`config.mk`:
```
export PLATFORM = sky130hd
export DESIGN_NAME = encoder_8_3_arb
export DESIGN_NICKNAME = d
export VERILOG_FILES = /design/src/rtl/enc_pkg.sv /design/src/rtl/prio_sel_8_3.sv /design/src/rtl/encoder_8_3_arb.sv
export SDC_FILE = /design/constraint.sdc
export NUM_CORES = 1
export LEC_CHECK = 0
export ABC_AREA = 0
export ABC_CLOCK_PERIOD_IN_PS = 2800
export CAP_MARGIN = 20
export CORE_MARGIN = 2
export CORE_UTILIZATION = 50
export DETAILED_ROUTE_END_ITERATION = 10
export DONT_BUFFER_PORTS = 1
export PLACE_DENSITY = 0.7
export SLEW_MARGIN = 20
export SYNTH_ARGS = -nofsm -noshare
export SYNTH_HDL_FRONTEND = slang
export SYNTH_SLANG_ARGS = --single-unit
```
`constraint.sdc`:
```
create_clock -name clk -period 2.8 [get_ports clk]
set_clock_uncertainty 0.05 [all_clocks]
set_input_delay 0.28 -clock clk [delete_from_list [all_inputs] [get_ports clk]]
set_output_delay 0.28 -clock clk [all_outputs]
set_load 0.02 [all_outputs]
```
`src/rtl/enc_pkg.sv`:
```
// rtl/enc_pkg.sv - shared constants and types for the 8-to-3 arbitrating encoder
// Purpose: code width / request count constants, FSM state enum, code vector type.
// Ports: none (package).
package enc_pkg;

  localparam int W = 3;
  localparam int N = 1 << W;

  typedef enum logic {
    IDLE = 1'b0,
    HOLD = 1'b1
  } state_t;

  typedef logic [W-1:0] code_t;

endpackage

```
`src/rtl/prio_sel_8_3.sv`:
```
// rtl/prio_sel_8_3.sv - combinational pending-bit selector (fixed or round-robin)
// Purpose: pick one set bit of i_pending.
//   fixed mode (i_rr=0): highest set index wins, i_start ignored.
//   round-robin (i_rr=1): first set bit found searching upward from i_start, wrapping.
// Ports:
//   i_pending [N-1:0] candidate bits
//   i_start   [W-1:0] round-robin search origin
//   i_rr              1 = round-robin, 0 = fixed priority
//   o_sel     [W-1:0] selected index (0 when nothing is set)
//   o_any             at least one bit of i_pending is set
module prio_sel_8_3 #(
  parameter int W = enc_pkg::W
) (
  input  logic [(1<<W)-1:0] i_pending,
  input  logic [W-1:0]      i_start,
  input  logic              i_rr,
  output logic [W-1:0]      o_sel,
  output logic              o_any
);

  localparam int N = 1 << W;

  logic [W-1:0] w_idx;
  logic         w_found;

  always_comb begin
    o_sel   = '0;
    o_any   = |i_pending;
    w_idx   = '0;
    w_found = 1'b0;
    if (i_rr) begin
      // Offset arithmetic is W bits wide, so the index wraps modulo N for free.
      for (int k = 0; k < N; k++) begin
        w_idx = i_start + k[W-1:0];
        if (!w_found && i_pending[w_idx]) begin
          o_sel   = w_idx;
          w_found = 1'b1;
        end
      end
    end else begin
      // Ascending scan: the last hit is the highest index.
      for (int k = 0; k < N; k++) begin
        if (i_pending[k]) o_sel = k[W-1:0];
      end
    end
  end

endmodule

```
`src/rtl/encoder_8_3_arb.sv`:
```
// rtl/encoder_8_3_arb.sv - sequential 8-to-3 encoder with sticky pending and valid/ack
// Purpose: latch request lines into a sticky pending register and present one
//   pending index at a time as a code with a valid/ack handshake.
// Build option: define ENCODER_ROUND_ROBIN_EN for round-robin selection,
//   otherwise fixed priority (highest index wins).
// Ports:
//   clk      rising-edge clock
//   rst_n    asynchronous active-low reset
//   en       enable; low withdraws the presented code and blocks new ones
//   req      [N-1:0] level-sampled request lines (multi-hot allowed)
//   ack      consumer accepts the presented code
//   code     [W-1:0] presented index
//   valid    code is valid
//   pending  [N-1:0] sticky pending register
//   ack_err  ack seen while valid=0 (pulse, or sticky when ACK_ERR_STICKY=1)
module encoder_8_3_arb #(
  parameter int W              = 3,
  parameter bit ACK_ERR_STICKY = 1'b0
) (
  input  logic                clk,
  input  logic                rst_n,
  input  logic                en,
  input  logic [(1<<W)-1:0]   req,
  input  logic                ack,
  output logic [W-1:0]        code,
  output logic                valid,
  output logic [(1<<W)-1:0]   pending,
  output logic                ack_err
);

  import enc_pkg::*;

  localparam int NR = 1 << W;

`ifdef ENCODER_ROUND_ROBIN_EN
  localparam logic RR_MODE = 1'b1;
`else
  localparam logic RR_MODE = 1'b0;
`endif

  state_t          r_state;
  logic [W-1:0]    r_code;
  logic            r_valid;
  logic [NR-1:0]   r_pending;
  logic            r_ack_err;
  logic [W-1:0]    r_last;

  logic [W-1:0]    w_start;
  logic [W-1:0]    w_sel;
  logic            w_any;
  logic            w_accept;
  logic [NR-1:0]   w_clr_mask;
  logic [NR-1:0]   w_pending_nxt;

  assign w_start  = r_last + {{(W-1){1'b0}}, 1'b1};
  assign w_accept = (r_state == HOLD) && en && ack;

  always_comb begin
    w_clr_mask = '0;
    if (w_accept) w_clr_mask[r_code] = 1'b1;
  end

  // Set is applied after clear so a request on the acked bit keeps it pending.
  assign w_pending_nxt = (r_pending & ~w_clr_mask) | req;

  prio_sel_8_3 #(.W(W)) u_sel (
    .i_pending (r_pending),
    .i_start   (w_start),
    .i_rr      (RR_MODE),
    .o_sel     (w_sel),
    .o_any     (w_any)
  );

  always_ff @(posedge clk or negedge rst_n) begin
    if (!rst_n) begin
      r_state   <= IDLE;
      r_code    <= '0;
      r_valid   <= 1'b0;
      r_pending <= '0;
      r_ack_err <= 1'b0;
      r_last    <= '1;
    end else begin
      r_pending <= w_pending_nxt;

      if (ACK_ERR_STICKY) begin
        if (ack && !r_valid) r_ack_err <= 1'b1;
      end else begin
        r_ack_err <= ack && !r_valid;
      end

      case (r_state)
        IDLE: begin
          if (en && w_any) begin
            r_code  <= w_sel;
            r_valid <= 1'b1;
            r_state <= HOLD;
          end else begin
            r_valid <= 1'b0;
          end
        end
        HOLD: begin
          if (!en) begin
            // Withdraw only; the pending bit survives for re-presentation.
            r_valid <= 1'b0;
            r_state <= IDLE;
          end else if (ack) begin
            r_valid <= 1'b0;
            r_last  <= r_code;
            r_state <= IDLE;
          end
        end
        default: begin
          r_valid <= 1'b0;
          r_state <= IDLE;
        end
      endcase
    end
  end

  assign code    = r_code;
  assign valid   = r_valid;
  assign pending = r_pending;
  assign ack_err = r_ack_err;

endmodule
```
# After elaboration in Yosys (flattened, before gate mapping)
# Index checks and enable logic that the tools add are counted.
[op_classes] order_cmp=2 n_eq_ne=1 muxes=17 n_bitwise=4 reduce_logical=8
[op_table] operator="3-bit 2-to-1 mux" count=4
[op_table] operator="8-bit bitwise AND" count=1
[op_table] operator="8-bit 2-to-1 mux" count=1
[op_table] operator="8-bit inverter" count=1
[op_table] operator="8-bit OR" count=1
[op_table] operator="8-bit OR reduction" count=1
[op_table] operator="1-bit 2-to-1 mux" count=7
[op_table] operator="1-bit logical AND" count=5
[op_table] operator="3-bit by 4-bit less-than comparator with 1-bit output (second input constant)" count=1
[op_table] operator="2-bit 2-to-1 mux" count=2
[op_table] operator="1-bit case mux with 2 select lines" count=2
[op_table] operator="1-bit demux with 3-bit select" count=1
[op_table] operator="3-bit by 1-bit greater-or-equal comparator with 1-bit output (second input constant)" count=1
[op_table] operator="3-bit != test (second input constant)" count=1
[op_table] operator="2-bit AND reduction" count=1
[op_table] operator="1-bit zero test" count=1
[op_table] operator="1-bit inverter" count=1
[totals] reg_bits=14 in_bits=12 output_inout_bits=13 elab_cells=37

# Longest topological paths before layout
# Gate-level depths: netlist of run 1.
[logic_depth] word_depth=8 depth_mapped=4 depth_no_buf=4

# Cells and area by module
# Synthesis of run 1 repeated with hierarchy kept, for this count alone.
[unflattened] hier_cells=172 area_unflattened_um2=1771.7
[modules_own_cells] mod="prio_sel_8_3" instances=1 cells_each=109 area_per_inst_um2=1041.0 seq_area_each_um2=0.0
[modules_own_cells] mod="encoder_8_3_arb" instances=1 cells_each=63 area_per_inst_um2=730.7 seq_area_each_um2=429.2

# Worst setup path after synthesis of run 1
# Ideal clock, no wire load.
[synth_path] path_type="reg2reg" start="register r_pending[6] (netlist: pending[6])" end="register r_code[0] (netlist: code[0])" setup_time_ps=125 t_arrival_ps=1302 required_time_ps=2625 slack_ps=1323 path_stages_with_launch=5 path_buffers=0 period_less_slack_ps=1477 path_cell_list="dfrtp_1 > nor4_2 > and2_2 > nor2_2 > mux2_4"
[synth_between] elab_chain_len=3 word_cells_on_any_way=5 classes_between="mux (2); reduce/logical (3)"
[synth_lines] element="start, declared" line_no="encoder_8_3_arb.sv:44" rtl="logic [NR-1:0] r_pending;"
[synth_lines] element="start signal, assigned" line_no="encoder_8_3_arb.sv:83" rtl="r_pending <= w_pending_nxt;"
[synth_lines] element="8-bit OR reduction" line_no="prio_sel_8_3.sv:28" rtl="o_any = |i_pending;"
[synth_lines] element="1-bit logical AND" line_no="encoder_8_3_arb.sv:93" rtl="if (en && w_any) begin"
[synth_lines] element="2-bit AND reduction (no source line)"
[synth_lines] element="end signal, assigned" line_no="encoder_8_3_arb.sv:94" rtl="r_code <= w_sel;"
[synth_lines] element="end, declared" line_no="encoder_8_3_arb.sv:42" rtl="logic [W-1:0] r_code;"
# Several ways; a longest one is shown, not always the timed one.
# A chain may end at the register's enable or synchronous reset.

# Worst setup path in the final report of run 1
[layout_path] start="register r_pending[3] (netlist: pending[3])" end="register r_code[0] (netlist: code[0])"
[layout_between] elab_chain_len=5 word_cells_on_any_way=8 classes_between="mux (5); reduce/logical (3)"
[layout_lines] element="2-bit 2-to-1 mux" line_no="prio_sel_8_3.sv:43" rtl="if (i_pending[k]) o_sel = k[W-1:0];"
[layout_lines] element="3-bit 2-to-1 mux (4 in a row)" line_no="prio_sel_8_3.sv:43"
# Several ways; a longest one is shown, not always the timed one.

==> results of run 1 <==
[power by group]
group          internal, mW  total (mW)  switching, mW
Clock                0.0499       0.111         0.0612
Sequential            0.209       0.227         0.0179
Combinational       0.00982      0.0210         0.0112
[critical path, delay by kind of cell (launching register included)]
family	cells	cell delay (ns)
mux	1	0.29
flops	1	0.50
simple gates	3	0.62
[state kept, by name (all words and copies together), names as in the netlist]
signal,count
code,3
valid,1
ack_err,1
r_state,1
pending,8
[routing by layer]
| layer | track usage, % | vias to the layer above | wire (um) |
|---|---|---|---|
| met5 | 0 | - | 0 |
| met4 | 15.0 | 0 | 37 |
| met3 | 7.78 | 4 | 101 |
| met2 | 29.8 | 16 | 620 |
| met1 | 20.8 | 228 | 485 |
| li1 | - | 220 | - |
[kinds of logic after synthesis]
family                 count (synthesis)
AOI/OAI and AO/OA                     16
buffers and inverters                  5
muxes                                  2
DFF                                   14
and+or+nand+nor                       24
[final cells by class]
class                   instances  area, um2
repair buffers                  1       10.0
fillers                       109        554
well taps                      15       18.8
clock buffers                   3       22.5
multi-input cells              42        285
flip-flops and latches         14        350
inverters                       3       11.3
[cells in the final DEF, fill, tap and decap left out, drive strengths merged]
cell type	n
o21ai	4
dfrtp	14
nor2b	1
nand4	1
nand2b	2
clkbuf	3
nand2	5
a21o	6
nor4	2
nor2	4
o31ai	3
dlygate4sd3	1
or3b	2
nor3b	1
nand3b	3
a21oi	3
nand3	1
mux2	2
and2	2
inv	3
[synth_stat cells (all sizes together), types with 2 or more instances]
library cell and instances:
nand2b 2, a21oi 3, a21o 6, clkbuf 2, dfrtp 14, o31ai 3
mux2 2, inv 3, nor2 4, nand3b 3, and2 2, nor4 2
o21ai 4, nand2 5, or3b 2
[how the worst min path moves through the flow]
stage	from	to
floorplan	rst_n	ack_err$_DFF_PN0_
global placement	rst_n	ack_err$_DFF_PN0_
detailed placement	rst_n	ack_err$_DFF_PN0_
CTS	req[4]	pending[4]$_DFF_PN0_
global route	req[4]	pending[4]$_DFF_PN0_
finish	req[2]	pending[2]$_DFF_PN0_
==> results.yml, run 1 <==
run_status:
  status: "finished, final reports clean"
logic_synthesis:
  ys_seq_elements: 14
  yosys.area.top_type: "dfrtp_1"
  synthMuxAreaShare_pct: 4.59
  synth.top_cell.area_share_pct: 53.5
  synth_cell_type_count: 21
  synth_seq_area_share_pct: 53.5
  synth_cells: 61
  synth_flop_cell: "dfrtp_1"
  synthArstFlopShare_pct: 100
  ys_top_cells_by_area: "dfrtp_1, a21o_1, mux2_4"
  synth_simple_gate_area_share_pct: 23.3
  synth_fp_nets: 73
  synth-adder-area-share_pct: 0
  postSynthAreaPerCell_um2: 10.7
  synth_top_family_by_area: "simple AND/OR/NAND/NOR gates"
  synth_compound_area_share_pct: 15.7
  synth_xor_area_share_pct: 0
  synth-edff-count: 0
  ys_warn_count: 0
  synth_area_um2: 654
cells_and_area:
  layout.nets: 77
  antenna_cells: 0
  final_cell_count_no_fill: 78
  final_util_pct: 55.7
  stdcell_area_um2: 698
  drive_gt1_share_pct: 14.3
  syn2layout_area_growth_pct: 6.69
timing:
  tns_ns: 0
  rsz0062_at_grt: "false"
  whs_ns: 0.0371
  timing.fmax_mhz: 633
  drv_slew: 0
  fin_crit_sh_pct: 56.4
  hold_viol: 0
  setup_violations: 0
  slew_headroom_pct: 57.1
  setup_ws_ns: 1.22
  fin_crit_ns: 1.58
  tightest_slew_ns: 0.641
die:
  start_util_pct: 52.2
  num_rows: 13
  pin_count: 25
  die_w_um: 40.2
  core-area_um2: 1250
  dieArea_um2: 1610
  chipHeight_um: 40.2
setup_path:
  cpPeakStageDelay_ns: 0.50
  cp-start-kind: "register"
  worstReg2RegEnd: "code[0]$_DFFE_PN0P_"
  ff2ff_setup_slack_ns: 1.22
  end_kind: "register"
  crit_required_ns: 2.91
  cp.arrival_ns: 1.69
  worstPathMaxFanout: 5
  crit_end: "code[0]$_DFFE_PN0P_"
  reg2reg_from: "pending[3]$_DFF_PN0_"
  r2r_cells: 4
  crit_chain: "nor4_2, and2_2, nor2_2, mux2_4"
  crit_start: "pending[3]$_DFF_PN0_"
  slowest_stage: "dfrtp_1"
  worstSetupPathType: "register to register"
global_route:
  grt_remaining_overflow: 0
  grt_antenna_before_repair: 0
  grt_pass1_vias: 428
  grt_max_degree: 15
  grt_pass1_wl_um: 1860
  grt.total_usage_pct: 19.3
power:
  max-vdd-ir-drop_uv: 309
  p_total_mw: 0.359
  p_leak_nw: 0.259
  power_density_nw_per_um2: 514
clocking:
  cts.sinks: 14
  hold_buffers: 1
  worstSkewPairLatency_ns: 0.28
  cts_tree: "done"
  cts_buffers: 3
  htree_levels: 1
  cts_resized: 0
  root_buffer: "clkbuf_4"
  post_cts_buffers: 0
  cts.path.max_buffers: 2
  clkTransAtPathRegs_ns: 0.08
drt:
  dr.pass1.iters: 4
  wl_um: 1240
  viasPerCell: 6.00
  wl_per_cell_um: 15.9
  vias: 468
  ant_nets: 0
  drt_iter0_drc: 6
  drcViolationCount: 0
placed_design:
  dp.final_hpwl_um: 926
  place_congestion: 0.747
  placed_area_um2: 666
  pre_cts_slack_ns: 1.22
  placedCellCount: 74
  io_buffers: 0
worst_hold_path:
  hold_depth: 1
  hold_path_class: "input port to register"
run:
  cap_viol_max_count: 0
No activity file was read; power rests on OpenSTA's default activity.
==> run 2: changes to the inputs <==
--- a/config.mk
+++ b/config.mk
@@ -6,13 +6,13 @@
 export NUM_CORES = 1
 export LEC_CHECK = 0
 export ABC_AREA = 0
-export ABC_CLOCK_PERIOD_IN_PS = 2800
+export ABC_CLOCK_PERIOD_IN_PS = 1450
 export CAP_MARGIN = 20
 export CORE_MARGIN = 2
 export CORE_UTILIZATION = 50
 export DETAILED_ROUTE_END_ITERATION = 10
 export DONT_BUFFER_PORTS = 1
-export PLACE_DENSITY = 0.7
+export PLACE_DENSITY = 0.73
 export SLEW_MARGIN = 20
 export SYNTH_ARGS = -nofsm -noshare
 export SYNTH_HDL_FRONTEND = slang
==> constraint.sdc (replaced) <==
create_clock -name clk -period 1.45 [get_ports clk]
set_clock_uncertainty 0.05 [all_clocks]
set_input_delay 0.145 -clock clk [delete_from_list [all_inputs] [get_ports clk]]
set_output_delay 0.145 -clock clk [all_outputs]
set_load 0.02 [all_outputs]
==> run 2 against run 1 <==
- design area increased by 36%
- critical path depth unchanged
- fmax increased by 10%
- sequential share of layout area decreased by 13 points
- wire length increased by 42%
- via count increased by 32%
- global-route usage increased by 4.5 points
- largest cell class unchanged
- worst setup slack got worse by 1.2 ns
- die area unchanged
- total power increased by 130%
==> results.yml, run 2 (synthesized netlist as in run 1, its figures left out) <==
run_status:
  status: "finished, final reports clean"
timing:
  setup_violations: 0
  slew_headroom_pct: 56.6
  rsz0062_at_grt: "true"
  tns_ns: 0
  hold_viol: 0
  timing.fmax_mhz: 696
  fin_crit_ns: 1.44
  drv_slew: 0
  tightest_slew_ns: 0.648
  fin_crit_sh_pct: 99.1
clocking:
  cts.sinks: 14
  worstSkewPairLatency_ns: 0.29
  htree_levels: 1
  cts_tree: "done"
  clkTransAtPathRegs_ns: 0.09
  root_buffer: "clkbuf_4"
  cts.path.max_buffers: 2
  cts_buffers: 3
die:
  chipHeight_um: 40.2
  pin_count: 25
  core-area_um2: 1250
  start_util_pct: 52.2
  dieArea_um2: 1610
  die_w_um: 40.2
  num_rows: 13
run:
  cap_viol_max_count: 0
drt:
  routed.top_layer: "met4"
  dr.pass1.iters: 4
  met2WireLength_um: 900
  wl_per_cell_um: 17.0
  drt_iter0_drc: 16
  met1_length_um: 699
  vias: 620
  drcViolationCount: 0
  viasPerCell: 5.96
  ant_nets: 0
  met3_wirelength_um: 107
  wl_um: 1770
cells_and_area:
  largest_reg_flops: 8
  drive_gt1_share_pct: 29.2
  syn2layout_area_growth_pct: 44.9
  layout_common_cells: "buf_4, dfrtp_1, dlygate4sd3_1, a21o_1, nand2_1"
  final_util_pct: 75.7
  antenna_cells: 0
  fillers: 73
  stdcell_area_um2: 948
  final_cell_count_no_fill: 104
  layout.nets: 102
  multi_input_area_um2: 304
  register_area_um2: 353
  layout_commonest_cell: "buf_4"
global_route:
  grt_pass1_wl_um: 2480
  grt_antenna_before_repair: 0
  grt.total_usage_pct: 23.8
  grt_remaining_overflow: 0
  grt_max_degree: 15
  grt_pass1_vias: 527
power:
  p_leak_nw: 0.405
  p_total_mw: 0.812
  power_density_nw_per_um2: 856
  pwr-share-comb_pct: 11.7
  p_int_mw: 0.606
  max-vdd-ir-drop_uv: 713
  switchingPower_mw: 0.206
  swShare_pct: 25.3
  pwr-share-seq_pct: 52.7
  clock_power_share_pct: 35.6
setup_path:
  worstPathMaxFanout: 3
  crit_chain: "nor4_4, and2_4, nor2_2, mux2_4"
  path_buf_inv: 0
  slowest_stage: "dfrtp_1"
  path_depth: 4
  cpPeakStageDelay_ns: 0.42
  path_delay_family: "simple AND/OR/NAND/NOR gates"
  worstSetupPathType: "register to register"
  r2r_cells: 4
  cp-start-kind: "register"
  cp.arrival_ns: 1.56
  crit_required_ns: 1.57
  end_kind: "register"
worst_hold_path:
  hold_depth: 2
  hold_path_class: "input port to register"
placed_design:
  dp.final_hpwl_um: 1030
  placedCellCount: 87
  placed_area_um2: 766
  place_congestion: 0.803
  io_buffers: 0
run 2: changes by cell type in the layout (fill, tap and decap cells not counted):
cell           before  now
buf_4               0   14
dlygate4sd3_1       1   12
dfrtp_1            14   12
dfrtp_2             0    2
nor4_2              2    0
nor4_4              0    2
and2_2              1    0
and2_4              0    1
clkbuf_8            0    1
run 2: worst reg2reg max path: cells and delay by family, from the launching register on:
family           cells  cell delay, ns
and+or+nand+nor      3            0.58
muxes                1            0.29
DFF                  1            0.42
run 2: path summary, 6_finish.rpt:
path	startpoint	endpoint	slack, ns
worst max-delay path	pending[7]$_DFF_PN0_	code[1]$_DFFE_PN0P_	0.01
worst min-delay path	en	code[2]$_DFFE_PN0P_	0.09
worst max register to register	pending[7]$_DFF_PN0_	code[1]$_DFFE_PN0P_	0.01
worst min register to register	code[0]$_DFFE_PN0P_	code[0]$_DFFE_PN0P_	0.54
max in group asynchronous	rst_n	pending[6]$_DFF_PN0_	0.62
min in group asynchronous	rst_n	code[0]$_DFFE_PN0P_	0.26
run 2: power by group through the flow:
stage	clock [mW]	sequential, mW	combinational, mW
after floorplan	0	0.435	0.0334
after global placement	0	0.433	0.0563
after detailed placement	0	0.433	0.0566
after CTS	0.284	0.425	0.0912
after global routing	0.301	0.430	0.102
final	0.289	0.428	0.0947
run 2: layout make-up:
| cell class | instances | area share, % |
|---|---|---|
| inverter | 3 | 1.19 |
| clock buffer | 4 | 3.83 |
| sequential | 14 | 37.2 |
| multi-input combinational | 42 | 32.1 |
| timing repair buffer | 26 | 23.7 |
| tap | 15 | 1.98 |
run 2: stage by stage:
stage / hold WS [ns] / setup WS, ns
finish: 0.0917 / 0.0133
floorplan: -0.201 / 0.00469
detailed placement: -0.200 / 0.0269
CTS: 0.0416 / 0.0147
global placement: -0.200 / 0.0452
global route: 0.108 / -0.0241
run 2: routing by layer:
metal,GRT usage [%],vias up
li1,-,275
met1,32.0,303
met2,36.7,32
met3,7.22,10
met4,7.50,0
met5,0,-
run 2: repair_timing:
item                                   CTS  global route
setup buffers                            0             1
endpoints found under the hold margin   25             0
setup endpoints to repair                0             3
resized for setup                        0             3
hold buffers                            12             0
==> run 3: changes to the inputs <==
--- a/config.mk
+++ b/config.mk
@@ -8,7 +8,6 @@
 export ABC_AREA = 0
 export ABC_CLOCK_PERIOD_IN_PS = 1450
 export CAP_MARGIN = 20
-export CORE_MARGIN = 2
 export CORE_UTILIZATION = 50
 export DETAILED_ROUTE_END_ITERATION = 10
 export DONT_BUFFER_PORTS = 1
==> run 3 against run 2 <==
- global-route usage about the same
- highest routed layer is now met3
- critical path depth unchanged
- final cell count down 1.9%
- critical endpoint is now code[0]$_DFFE_PN0P_
- largest power group unchanged
- design area down 0.92%
- fmax up 0.28%
- core utilization up 5.6 points
- via count down 7.7%
- die area down 9.7%
==> results.yml, run 3 (synthesized netlist as in run 1, its figures left out) <==
run_status:
  status: "finished, final reports clean"
timing:
  setup_violations: 0
  whs_ns: 0.0290
  tightest_slew_ns: 0.635
  fin_crit_ns: 1.43
  fin_crit_sh_pct: 98.8
  rsz0062_at_grt: "true"
  hold_viol: 0
  timing.fmax_mhz: 698
  slew_headroom_pct: 57.5
  drv_slew: 0
setup_path:
  r2r_cells: 4
  cp-start-kind: "register"
  worstSetupPathType: "register to register"
  cpPeakStageDelay_ns: 0.43
  cp.arrival_ns: 1.55
  path_delay_family: "simple AND/OR/NAND/NOR gates"
  path_buf_inv: 0
  end_kind: "register"
  crit_required_ns: 1.57
  crit_chain: "nor4_4, and2_4, nor2_2, mux2_4"
  path_depth: 4
  worstPathMaxFanout: 3
  slowest_stage: "dfrtp_2"
global_route:
  grt_antenna_before_repair: 0
  grt_pass1_vias: 563
  grt_remaining_overflow: 0
  grt_pass1_wl_um: 2300
  grt.total_usage_pct: 23.9
  grt_max_degree: 15
run:
  cap_viol_max_count: 0
drt:
  drt_iter0_drc: 19
  wl_per_cell_um: 15.3
  ant_nets: 0
  dr.pass1.iters: 4
  wl_um: 1560
  vias: 572
  drcViolationCount: 0
  viasPerCell: 5.61
clocking:
  htree_levels: 1
  cts.sinks: 14
  cts_buffers: 3
  cts.path.max_buffers: 2
  root_buffer: "clkbuf_4"
  cts_tree: "done"
  post_cts_buffers: 0
  worstSkewPairLatency_ns: 0.28
  clkTransAtPathRegs_ns: 0.09
cells_and_area:
  layout_common_cells: "buf_4, dfrtp_1, dlygate4sd3_1, a21o_1, nand2_1"
  syn2layout_area_growth_pct: 43.6
  drive_gt1_share_pct: 28.4
  layout.nets: 101
  largest_reg_flops: 8
  fillers: 70
  antenna_cells: 0
  layout_commonest_cell: "buf_4"
  final_cell_count_no_fill: 102
die:
  core-area_um2: 1160
  num_rows: 12
  dieArea_um2: 1460
  chipHeight_um: 38.2
  start_util_pct: 56.6
  pin_count: 25
  die_w_um: 38.2
worst_hold_path:
  hold_depth: 2
  hold_path_class: "input port to register"
power:
  power_density_nw_per_um2: 850
  max-vdd-ir-drop_uv: 837
  p_leak_nw: 0.400
placed_design:
  placedCellCount: 86
  dp.final_hpwl_um: 997
  io_buffers: 0
  place_congestion: 0.770
## run 3: layout make-up
cell class,count,area [um2],area share (%)
Inverter,3,11.3,1.20
Multi-Input combinational cell,42,304,32.4
Clock buffer,4,36.3,3.86
Sequential cell,14,353,37.5
Tap cell,14,17.5,1.86
Timing Repair Buffer,25,218,23.2
## run 3: final timing paths
check	start	end	slack (ns)
setup / recovery	pending[6]$_DFF_PN0_	code[0]$_DFFE_PN0P_	0.02
min in group asynchronous	rst_n	code[1]$_DFFE_PN0P_	0.27
max in group asynchronous	rst_n	pending[6]$_DFF_PN0_	0.63
hold / removal	en	code[2]$_DFFE_PN0P_	0.03
setup reg to reg	pending[6]$_DFF_PN0_	code[0]$_DFFE_PN0P_	0.02
hold reg to reg	valid$_DFFE_PN0P_	ack_err$_DFF_PN0_	0.53
## run 3: metal layers
metal	vias to the layer above	track usage (%)	share of wire, %
met5	-	0	0
met4	0	8.04	0
met3	0	6.98	5.3
met2	21	36.9	51
met1	281	31.8	43
li1	270	-	-
## run 3: timing repair
item                                    in CTS  in global routing
resized for setup                            0                  3
endpoints found under the setup margin       0                  2
hold buffers                                12                  0
hold endpoints to repair                    25                  0
## run 3: where the power goes
group / leakage [nW] / switching [mW] / internal (mW)
logic: 0.243 / 0.0451 / 0.0505
registers: 0.136 / 0.0195 / 0.403
clock network: 0.0210 / 0.128 / 0.153
## run 3: stage by stage
step	cell area (um2)	setup TNS [ns]	utilization [%]	setup slack [ns]	total power, mW
2_1_floorplan	657	0	-	0.00469	0.469
3_3_place_gp	764	0	66.1	0.0479	0.490
3_5_place_dp	764	0	66.1	0.0140	0.490
4_1_cts	921	0	79.7	0.00228	0.795
5_1_grt	940	-0.0270	81.3	-0.0162	0.831
6_report	940	0	81.3	0.0174	0.799
